[src/rtl/uart_pkg.sv]
// Shared UART definitions: line levels, frame geometry, FSM states, parity helper.
package uart_pkg;

   localparam int unsigned UART_DATA_BITS = 8;
   localparam logic        UART_IDLE_LVL  = 1'b1;
   localparam logic        UART_START_LVL = 1'b0;

   typedef enum logic [2:0] {
      ST_IDLE,
      ST_START,
      ST_DATA,
      ST_PARITY,
      ST_STOP
   } uart_state_e;

   // Even parity: XOR of all data bits.
   function automatic logic uart_parity(input logic [UART_DATA_BITS-1:0] data);
      return ^data;
   endfunction

endpackage

[src/rtl/uart_baud_gen.sv]
// Bit-period counter; tick marks the last clock of each serial bit.
module uart_baud_gen
   import uart_pkg::*;
#(
   parameter int unsigned CLKS_PER_BIT = 1
) (
   input  logic clk,
   input  logic rst,
   input  logic clear,
   output logic tick
);

   localparam int unsigned CNT_W = (CLKS_PER_BIT > 1) ? $clog2(CLKS_PER_BIT) : 1;
   localparam logic [CNT_W-1:0] CNT_MAX = CNT_W'(CLKS_PER_BIT - 1);

   logic [CNT_W-1:0] cnt_q;

   // With one clock per bit CNT_MAX is zero, so tick is permanently high.
   assign tick = (cnt_q == CNT_MAX);

   // Count 0..CLKS_PER_BIT-1, wrapping on tick; clear realigns on frame accept.
   always_ff @(posedge clk or posedge rst) begin
      if (rst) begin
         cnt_q <= '0;
      end else if (clear || tick) begin
         cnt_q <= '0;
      end else begin
         cnt_q <= cnt_q + CNT_W'(1);
      end
   end

endmodule

[src/rtl/uart_tx.sv]
// UART transmitter: start, 8 data bits LSB first, optional even parity, stop.
module uart_tx
   import uart_pkg::*;
#(
   parameter int unsigned CLKS_PER_BIT = 1,
   parameter int unsigned PARITY_EN    = 1
) (
   input  logic                      clk,
   input  logic                      rst,
   input  logic [UART_DATA_BITS-1:0] data_in,
   input  logic                      tx_valid,
   output logic                      tx_ready,
   output logic                      tx,
   output logic                      tx_busy,
   output logic                      tx_done
);

   localparam int unsigned BIT_CNT_W = $clog2(UART_DATA_BITS);
   localparam logic [BIT_CNT_W-1:0] LAST_BIT = BIT_CNT_W'(UART_DATA_BITS - 1);

   uart_state_e               state_q;
   logic [UART_DATA_BITS-1:0] shift_q;
   logic [BIT_CNT_W-1:0]      bit_cnt_q;
   logic                      parity_q;
   logic                      tx_q;
   logic                      busy_q;
   logic                      done_q;
   logic                      accept_c;
   logic                      tick_c;

   assign tx_ready = (state_q == ST_IDLE);
   assign accept_c = tx_ready && tx_valid;
   assign tx       = tx_q;
   assign tx_busy  = busy_q;
   assign tx_done  = done_q;

   // Bit-period timing, restarted on every accepted byte.
   uart_baud_gen #(
      .CLKS_PER_BIT(CLKS_PER_BIT)
   ) u_baud (
      .clk  (clk),
      .rst  (rst),
      .clear(accept_c),
      .tick (tick_c)
   );

   // Frame FSM; tx is loaded with the level of the state being entered so the
   // line changes on the same edge as the state.
   always_ff @(posedge clk or posedge rst) begin
      if (rst) begin
         state_q   <= ST_IDLE;
         shift_q   <= '0;
         bit_cnt_q <= '0;
         parity_q  <= 1'b0;
         tx_q      <= UART_IDLE_LVL;
         busy_q    <= 1'b0;
         done_q    <= 1'b0;
      end else begin
         done_q <= 1'b0;
         case (state_q)
            ST_IDLE: begin
               tx_q   <= UART_IDLE_LVL;
               busy_q <= 1'b0;
               if (tx_valid) begin
                  shift_q   <= data_in;
                  parity_q  <= uart_parity(data_in);
                  bit_cnt_q <= '0;
                  tx_q      <= UART_START_LVL;
                  busy_q    <= 1'b1;
                  state_q   <= ST_START;
               end
            end
            ST_START: begin
               if (tick_c) begin
                  tx_q    <= shift_q[0];
                  state_q <= ST_DATA;
               end
            end
            ST_DATA: begin
               if (tick_c) begin
                  shift_q   <= shift_q >> 1;
                  bit_cnt_q <= bit_cnt_q + BIT_CNT_W'(1);
                  if (bit_cnt_q == LAST_BIT) begin
                     if (PARITY_EN != 0) begin
                        tx_q    <= parity_q;
                        state_q <= ST_PARITY;
                     end else begin
                        tx_q    <= UART_IDLE_LVL;
                        state_q <= ST_STOP;
                     end
                  end else begin
                     tx_q <= shift_q[1];
                  end
               end
            end
            ST_PARITY: begin
               if (tick_c) begin
                  tx_q    <= UART_IDLE_LVL;
                  state_q <= ST_STOP;
               end
            end
            ST_STOP: begin
               if (tick_c) begin
                  tx_q    <= UART_IDLE_LVL;
                  busy_q  <= 1'b0;
                  done_q  <= 1'b1;
                  state_q <= ST_IDLE;
               end
            end
            default: begin
               tx_q    <= UART_IDLE_LVL;
               busy_q  <= 1'b0;
               state_q <= ST_IDLE;
            end
         endcase
      end
   end

endmodule

[config.mk]
export PLATFORM = sky130hd
export DESIGN_NAME = uart_tx
export DESIGN_NICKNAME = d
export VERILOG_FILES = /design/src/rtl/uart_pkg.sv /design/src/rtl/uart_baud_gen.sv /design/src/rtl/uart_tx.sv
export SDC_FILE = /design/constraint.sdc
export NUM_CORES = 1
export LEC_CHECK = 0
export CORE_MARGIN = 4
export CORE_UTILIZATION = 56
export DETAILED_ROUTE_END_ITERATION = 8
export HOLD_SLACK_MARGIN = 0.15
export PLACE_DENSITY = 0.82
export SETUP_SLACK_MARGIN = 0.2
export SYNTH_ARGS = -nofsm -noshare
export SYNTH_HDL_FRONTEND = slang
export SYNTH_HIERARCHICAL = 1
export SYNTH_SLANG_ARGS = --single-unit
[constraint.sdc]
create_clock -name clk -period 2.09 [get_ports clk]
set_input_delay 0.209 -clock clk [delete_from_list [all_inputs] [get_ports clk]]
set_output_delay 0.209 -clock clk [all_outputs]
set_load 0.02 [all_outputs]
### Yosys cells after proc, flatten, opt, wreduce, memory -nomap -nowiden

Index checks and enable logic that the tools add are counted.

| storage, ports and cells | value |
|---|---|
| logic and storage cells | 61 |
| RAM bits | 0 |
| flip-flop bits (word level) | 19 |
| bits in read-only memories | 0 |
| memories | 0 |
| bits in latches | 0 |

| operators by class | value |
|---|---|
| order comparisons | 0 |
| div/mod/pow operators | 0 |
| multipliers | 0 |
| equal/unequal tests | 12 |
| bitwise gates (word level) | 2 |
| reduce and logical (&&, ||, !) cells | 12 |
| multiplexer cells | 25 |
| shift-type cells | 0 |
| add/subtract/negate cells | 2 |

Operators with widths:

| operator | count |
|---|---|
| $mux W3 | 8 |
| $mux W8 | 2 |
| $pmux W8 S2 | 1 |
| $pmux W3 S5 | 1 |
| $ne A2 B2 Y1 const B | 7 |
| $mux W1 | 10 |
| $reduce_xor A8 Y1 | 1 |
| $eq A3 B2 Y1 const B | 2 |
| $eq A3 B3 Y1 const B | 2 |
| $pmux W3 S2 | 1 |
| $reduce_and A3 Y1 | 2 |
| $reduce_and A6 Y1 | 1 |
| $pmux W1 S4 | 1 |
| $reduce_and A2 Y1 | 2 |
| $add A3 B1 Y3 const B | 1 |
| $eq A3 B1 Y1 const B | 1 |
| $logic_not A3 Y1 | 1 |
| $pmux W1 S3 | 1 |
| $reduce_or A3 Y1 | 1 |
| $not A1 Y1 | 2 |
| $reduce_bool A2 Y1 | 1 |
| $reduce_or A2 Y1 | 1 |
| $add A1 B1 Y1 const B | 1 |
| $logic_and A1 B1 Y1 | 1 |
| $logic_or A1 B1 Y1 | 1 |

### Longest topological paths before layout

Gate-level depths: netlist (run 1).

| depth | value |
|---|---|
| depth in word-level cells | 4 |
| depth in mapped cells | 6 |
| mapped depth without buffers | 5 |

### Cells and area by module

Netlist (run 1), hierarchy kept.

Modules (own cells, without submodules):

| module | cells each | times used | sequential area each (um2) | area an instance (um2) |
|---|---|---|---|---|
| uart_tx | 95 | 1 | 451.7 | 1,009.7 |
| uart_baud_gen | 4 | 1 | 25.0 | 36.3 |

### Least setup slack after synthesis (run 1)

No wires, ideal clock.

| timing | value |
|---|---|
| path type | reg2reg |
| start | reg state_q[2] |
| end | reg tx_q (netlist: tx) |
| path buffers | 1 |
| cell stages (with the launch flop) | 5 |
| clock period less this slack | 1.413 ns |
| path slack | 0.677 ns |
| arrival | 1.340 ns |
| path through | dfrtp_1 -> buf_2 -> nor3_1 -> nor4b_1 -> a21oi_1 |

| between the ends | value |
|---|---|
| elaborated cells between the ends (all ways) | 11 |

RTL lines:

| element | RTL line | text |
|---|---|---|
| start: declaration | uart_tx.sv:21 | `uart_state_e state_q;` |
| start signal: assignment | uart_tx.sv:51 | `state_q <= ST_IDLE;` |
| start signal: assignment | uart_tx.sv:70 | `state_q <= ST_START;` |
| start signal: assignment | uart_tx.sv:76 | `state_q <= ST_DATA;` |
| $logic_not A3 Y1 | n/a |  |
| net tx_ready | uart_tx.sv:12 | `output logic tx_ready,` |
| $pmux W1 S4 | uart_tx.sv:60 | `case (state_q)` |
| end signal: assignment | uart_tx.sv:75 | `tx_q <= shift_q[0];` |
| end signal: assignment | uart_tx.sv:85 | `tx_q <= parity_q;` |
| end signal: assignment | uart_tx.sv:92 | `tx_q <= shift_q[1];` |
| end: declaration | uart_tx.sv:25 | `logic tx_q;` |

The timed path passes the listed nets, and every way through them passes these cells.
A chain may end at the register's enable or synchronous reset.

### Worst setup path after layout (run 1)

| timing | value |
|---|---|
| start | reg state_q[2] |
| end | out tx_ready |

| between the ends | value |
|---|---|
| word-level cells in the longest chain between the ends | 1 |

RTL lines:

| element | RTL line | text |
|---|---|---|
| $logic_not A3 Y1 | uart_tx.sv:31 | `assign tx_ready = (state_q == ST_IDLE);` |
| end: declaration | uart_tx.sv:12 |  |

No other way between the ends.

==> impl_metrics.csv, run 1 <==
group,metric,value,unit
run_status,status,"complete, no violations",
drt,wl,1.74,mm
yosys,ys_ff_latch,19,
yosys,syn_avg_cell_area,10.6,um2
power,power_density,1280,nW/um2
yosys,synth_area_leaders,"dfrtp_1 43%, mux2i_1 8.6%, o21ai_2 7.5%",
yosys,yosys_warnings,6,
critical_path,critical_path_class,"flip-flop to output port",
timing,fin_crit_sh,80.6,%
drt,viasPerCell,5.24,
clocking,cts_buffer_depth,2,
timing,tns,0,ns
power,peakVddDrop,0.000688,V
global_routing,grt_use_met3,3.50,%
global_routing,antenna_found_initial,0,
critical_path,critPathSlowestCell,"dfrtp_1",
job,cap_violations,0,
floorplan,dieArea,2620,um2
critical_path,required,1.88,ns
global_routing,grt_overflow,0,
yosys,yosysTopAreaCell,"dfrtp_1",
hold_path,holdPathEnd,"bit_cnt_q[1]$_DFFE_PP0P_",
yosys,synth.top_cell.area_share,43.1,%
finish,final_util,69.5,%
hold_path,hold_path.startpoint,"bit_cnt_q[1]$_DFFE_PP0P_",
place,gp_congestion,0.749,
clocking,cts_tree,"built",
critical_path,path_cells,"nor3_1 > dlygate4sd2_1",
finish,antenna_cells,0,
critical_path,r2r-end,"tx$_DFFE_PP1P_",
clocking,cts_setup_buffers,0,
finish,final_cells,138,
global_routing,grt_pass1_vias,661,
yosys,netlist_instances,99,
critical_path,start_kind,"flip-flop",
place,numPortBuffers,14,
finish,final_area,1210,um2
timing,worst_slew_pin_slew,0.670,ns
global_routing,grt_pass1_wl,2.96,mm
critical_path,cp-end-kind,"output port",
yosys,synth_cell_types,31,
clocking,cts_sinks,19,
timing,fin_worst_skew,0.00565,ns
floorplan,die_w,51.2,um
finish,n_fill_cell,143,
critical_path,crit_fanout,12,
global_routing,grt_max_degree,23,
timing,period_minus_slack,1.68,ns
drt,drtIter0Drc,11,
global_routing,busiest_layer,"met2",
timing,hold_violations,0,
clocking,htree_levels,1,
critical_path,critPathMaxStageDelay,0.52,ns
timing,rsz0062_at_grt,"no",
clocking,cts_root_buf,"clkbuf_4",
critical_path,r2r_start,"bit_cnt_q[0]$_DFFE_PP0P_",
drt,drc,0,
drt,vias,723,
global_routing,use_met1,20.2,%
power,p_leak,0.530,nW
timing,setup_viol,0,
timing,relSlewSlack,55.3,%
global_routing,gr-usage-met2,23.0,%
yosys,syn_area,1050,um2
timing,final-max-slew-violation-count,0,
floorplan,die_h,51.2,um
floorplan,io_pins,15,
drt,dr.pass1.iters,2,
finish,drive_gt1_share,16.8,%
timing,fmax,0.594,GHz
floorplan,start_util,59.9,%
hold_path,min_path_type,"flip-flop to flip-flop",
hold_path,hold_depth,2,
drt,wl_per_cell,12.6,um
yosys,ys_seq_area_share,45.6,%
place,dp.cells,133,
place,placed_cell_area,1180,um2
finish,fin_nets,127,
floorplan,num_rows,15,
critical_path,critPathArrivalTime,1.48,ns
critical_path,startpoint,"state_q[2]$_DFFE_PP0P_",
floorplan,core,1750,um2
finish,area_delta_synth_final,16.0,%
critical_path,rrSetupSlack,0.55,ns
place,place_hpwl,1.27,mm
drt,ant_nets,0,
clocking,worstSkewPairLatency,0.30,ns
yosys,syn_nets,112,
clocking,cts_buffers,3,
global_routing,grt_usage,15.7,%
clocking,clk_pin_slew_worst_paths,0.11,ns
critical_path,reg2reg_depth,5,
-- critical path, delay by kind of cell (launching register included) --
kind	cells	cell delay, ns
AND/OR/NAND/NOR	1	0.28
buffers and inverters	1	0.37
flip-flops	1	0.52
-- flip-flops by register name (all words and copies together) (netlist names) --
signal        count
shift_q           8
bit_cnt_q         3
state_q           3
parity_q          1
tx                1
tx_busy           1
tx_done           1
u_baud/cnt_q      1
-- worst max path at each step --
| stage | to | slack, ns | cells after the start |
|---|---|---|---|
| 2_1_floorplan | tx$_DFFE_PP1P_ | 0.68 | 4 |
| 3_3_place_gp | tx_ready | 0.50 | 2 |
| 3_5_place_dp | tx_ready | 0.44 | 2 |
| 4_1_cts | tx_ready | 0.40 | 2 |
| 5_1_grt | tx_ready | 0.31 | 2 |
| 6_report | tx_ready | 0.41 | 2 |
-- metal layers --
layer / up-vias / share of wire (%)
met2: 8 / 47
met4: 0 / 3.3
met5: - / 0
li1: 365 / -
met1: 344 / 48
met3: 6 / 2.1
-- synthesized netlist by cell type (all sizes together) --
master / n
dfrtp: 18
nand2: 15
o21ai: 12
mux2i: 9
xnor2: 7
buf: 6
inv: 4
nor2: 3
nor3b: 3
a21oi: 2
ha: 2
nand2b: 2
nor2b: 2
o22ai: 2
a221oi: 1
a311oi: 1
and3: 1
conb: 1
dfstp: 1
mux2: 1
nand3b: 1
nand4b: 1
nor3: 1
nor4b: 1
or3: 1
xor2: 1
-- logic make-up after synthesis --
group / count (synthesis) / synth area share (%)
AO/OA/AOI/OAI: 18 / 12.8
flip-flops: 19 / 45.6
multiplexers: 10 / 9.69
AND/OR/NAND/NOR: 31 / 16.5
XOR/XNOR: 8 / 6.70
buffers and inverters: 10 / 5.98
other: 1 / 0.359
adder cells (fa/ha/maj): 2 / 2.39
-- repair_timing --
item                                    in CTS  in global routing
hold buffers                                 1                  0
endpoints found under the setup margin       1                  0
endpoints found under the hold margin        1                  0
resized for setup                            1                  0
-- layout make-up --
type	count	area, um2	area share, %
clock inverter	1	5.00	0.412
inverter	4	15.0	1.24
multi-input combinational	70	507	41.8
clock buffer	3	22.5	1.86
timing repair buffer	16	156	12.9
tap	25	31.3	2.58
sequential	19	477	39.3
-- metrics by stage --
stage / worst slack [ns] / hold slack (ns) / power [mW]
floorplan: 0.677 / -0.0623 / 1.26
global placement: 0.495 / 0.378 / 1.36
detailed placement: 0.439 / 0.383 / 1.39
CTS: 0.401 / 0.503 / 1.58
global route: 0.310 / 0.522 / 1.69
finish: 0.405 / 0.497 / 1.56
-- power breakdown --
| part | internal, mW | leakage [nW] | switching (mW) | total (mW) |
|---|---|---|---|---|
| logic | 0.336 | 0.274 | 0.371 | 0.707 |
| registers | 0.518 | 0.238 | 0.143 | 0.661 |
| clock network | 0.0715 | 0.0177 | 0.119 | 0.190 |
-- layout by cell type (no fill, tap or decap), types with 2 or more instances in the layout --
cell,n
a21oi_1,2
clkbuf_4,3
clkdlybuf4s50_1,13
dfrtp_1,18
ha_1,2
inv_1,4
mux2i_1,9
nand2_1,15
nand2b_1,2
nor2_1,3
nor2b_1,2
nor3b_2,2
o21ai_1,2
o21ai_2,9
o22ai_1,2
xnor2_1,7
(Power assumes the default switching activity.)
==> run 2, diff against run 1 <==
- CORE_UTILIZATION: 56 -> 47
- PLACE_DENSITY: 0.82 -> 0.73
- clock period: 2.09 -> 1.5 ns (I/O delays scaled with it)
==> run 2 against run 1 <==
- sequential cell count stayed put
- combinational power is 95% higher
- clock power is 39% higher
- utilization is 2.1 points lower
- sequential power is 33% higher
- cell count is 10% higher
- setup slack worse by 0.32 ns
- via count is 13% higher
- sequential share of layout area is 4.6 points lower
- hold slack better by 0.0011 ns
- largest power group unchanged
==> impl_metrics.csv, run 2 (same netlist as run 1, synthesis figures left out) <==
group,metric,value,unit
clocking,clk_pin_slew_worst_paths,0.11,ns
power,combPwrFrac,54.6,%
timing,final-max-slew-violation-count,0,
power,peakVddDrop,0.000923,V
finish,antenna_cells,0,
drt,dr.pass1.iters,4,
clocking,cts_buffers,3,
clocking,cts_root_buf,"clkbuf_4",
timing,setup_viol,0,
finish,n_fill_cell,173,
clocking,htree_levels,1,
critical_path,reg2reg_depth,5,
hold_path,hold_path.startpoint,"data_in[7]",
global_routing,grt_pass1_vias,827,
finish,fin_nets,139,
critical_path,cp-end-kind,"flip-flop",
critical_path,critPathMaxStageDelay,0.37,ns
job,cap_violations,0,
drt,drtIter0Drc,12,
place,numPortBuffers,14,
critical_path,required,1.73,ns
timing,hold_violations,0,
global_routing,grt_pass1_wl,3.66,mm
drt,wl_per_cell,14.5,um
finish,area_delta_synth_final,31.6,%
finish,most-common-layout-cells,"18 x dfrtp_1, 15 x nand2_1, 11 x buf_4",
timing,rsz0062_at_grt,"yes",
global_routing,grt_usage,17.7,%
place,place_hpwl,1.49,mm
critical_path,r2r-end,"tx$_DFFE_PP1P_",
floorplan,num_rows,16,
drt,drc,0,
timing,fin_worst_skew,0.00685,ns
floorplan,core,2040,um2
hold_path,holdPathEnd,"shift_q[7]$_DFFE_PP0P_",
clocking,cts_tree,"built",
finish,final_area,1380,um2
place,dpl_worst_slack,-0.0250,ns
timing,fmax,0.705,GHz
critical_path,crit_fanout,2,
finish,final_util,67.4,%
critical_path,path_cells,"ha_2 > ha_4 > mux2_2 > a221oi_2 > a21oi_1",
hold_path,min_path_type,"input port to flip-flop",
power,p_switching,1.02,mW
finish,layout_commonest_cell,"dfrtp_1",
power,power_switching_share,40.4,%
floorplan,io_pins,15,
clocking,worstSkewPairLatency,0.31,ns
power,p_seq_share,34.9,%
power,p_leak,0.600,nW
critical_path,critical_path_class,"flip-flop to flip-flop",
finish,drive_gt1_share,36.0,%
place,placed_cell_area,1280,um2
critical_path,r2r_start,"bit_cnt_q[0]$_DFFE_PP0P_",
place,gp_congestion,0.815,
drt,ant_nets,0,
finish,largest_reg_flops,8,
drt,viasPerCell,5.36,
power,power_density,1830,nW/um2
critical_path,start_kind,"flip-flop",
finish,layout_top_registers,"shift_q x8, bit_cnt_q x3, state_q x3",
floorplan,start_util,51.2,%
critical_path,rrSetupSlack,0.08,ns
clocking,cts_sinks,19,
critical_path,critPathArrivalTime,1.65,ns
clocking,cts_buffer_depth,2,
finish,regMostFlops,"shift_q",
critical_path,critPathSlowestCell,"dfrtp_1",
timing,period_minus_slack,1.42,ns
power,p_int,1.50,mW
drt,vias,815,
hold_path,hold_depth,3,
timing,setup_ws,0.0810,ns
run_status,status,"complete, no violations",
power,pwr-share-clk,10.5,%
floorplan,die_h,55.2,um
power,total_power,2.52,mW
global_routing,grt_overflow,0,
global_routing,antenna_found_initial,0,
global_routing,grt_max_degree,12,
floorplan,dieArea,3040,um2
timing,fin_crit_sh,94.6,%
drt,wl,2.20,mm
floorplan,die_w,55.2,um
==> run 2: changes by cell type in the layout (fill, tap and decap cells not counted), sizes merged <==
| cell | before | now |
|---|---|---|
| buf | 1 | 12 |
| clkdlybuf4s50 | 13 | 10 |
| clkbuf | 3 | 4 |
| clkdlybuf4s15 | 0 | 1 |
| dlygate4sd2 | 1 | 2 |
| or3 | 1 | 2 |
==> run 2: per-layer routing <==
layer	GRT usage (%)	vias to the layer above	wire length, um
met5	0	-	0
met4	10.1	0	74
met3	4.29	9	71
met2	28.5	15	1090
met1	21.3	400	962
li1	-	391	-
==> run 2: worst max path at each step <==
stage	startpoint	end	slack, ns	depth (start not counted)
CTS	bit_cnt_q[1]$_DFFE_PP0P_	tx$_DFFE_PP1P_	0.06	5
detailed placement	tx_valid	bit_cnt_q[1]$_DFFE_PP0P_	-0.02	5
global route	bit_cnt_q[0]$_DFFE_PP0P_	tx$_DFFE_PP1P_	0.006	5
global placement	tx_valid	shift_q[4]$_DFFE_PP0P_	0.009	5
floorplan	bit_cnt_q[1]$_DFFE_PP0P_	tx$_DFFE_PP1P_	0.17	5
finish	bit_cnt_q[0]$_DFFE_PP0P_	tx$_DFFE_PP1P_	0.08	5
==> run 2: layout make-up <==
| cell class | count | area [um2] | share of cell area (%) |
|---|---|---|---|
| Clock buffer | 3 | 22.5 | 1.64 |
| Clock inverter | 1 | 5.00 | 0.364 |
| Inverter | 4 | 15.0 | 1.09 |
| Multi-Input combinational cell | 71 | 577 | 41.9 |
| Sequential cell | 19 | 477 | 34.6 |
| Tap cell | 27 | 33.8 | 2.45 |
| Timing Repair Buffer | 27 | 246 | 17.9 |
==> run 2: power groups by stage <==
stage / Sequential, mW / Clock [mW] / Combinational, mW
after detailed placement: 0.885 / 0 / 1.23
final: 0.881 / 0.264 / 1.38
after global placement: 0.873 / 0 / 1.19
after CTS: 0.864 / 0.278 / 1.32
after floorplan: 0.864 / 0 / 0.949
after global routing: 0.912 / 0.303 / 1.50
==> run 2: what timing repair did <==
item | 4_1_cts | 5_1_grt
pin swaps | 1 | 0
hold buffers | 1 | 0
gates cloned | 1 | 0
buffers inserted | 3 | 1
endpoints found under the hold margin | 8 | 0
endpoints found under the setup margin | 17 | 15
resized for setup | 9 | 7
==> run 2: critical path: cells and delay by family, from the launching register on <==
| kind | cells | cell delay [ns] |
|---|---|---|
| flip-flops | 1 | 0.37 |
| multiplexers | 1 | 0.33 |
| adder cells (fa/ha/maj) | 2 | 0.32 |
| AO/OA/AOI/OAI | 2 | 0.32 |
==> run 2: metrics by stage <==
step / setup TNS [ns] / instances / hold WS (ns)
2_1_floorplan: 0 / 99 / -0.121
4_1_cts: 0 / 151 / 0.478
5_1_grt: 0 / 152 / 0.486
3_5_place_dp: -0.159 / 142 / 0.330
3_3_place_gp: 0 / 142 / 0.325
6_report: 0 / 152 / 0.498
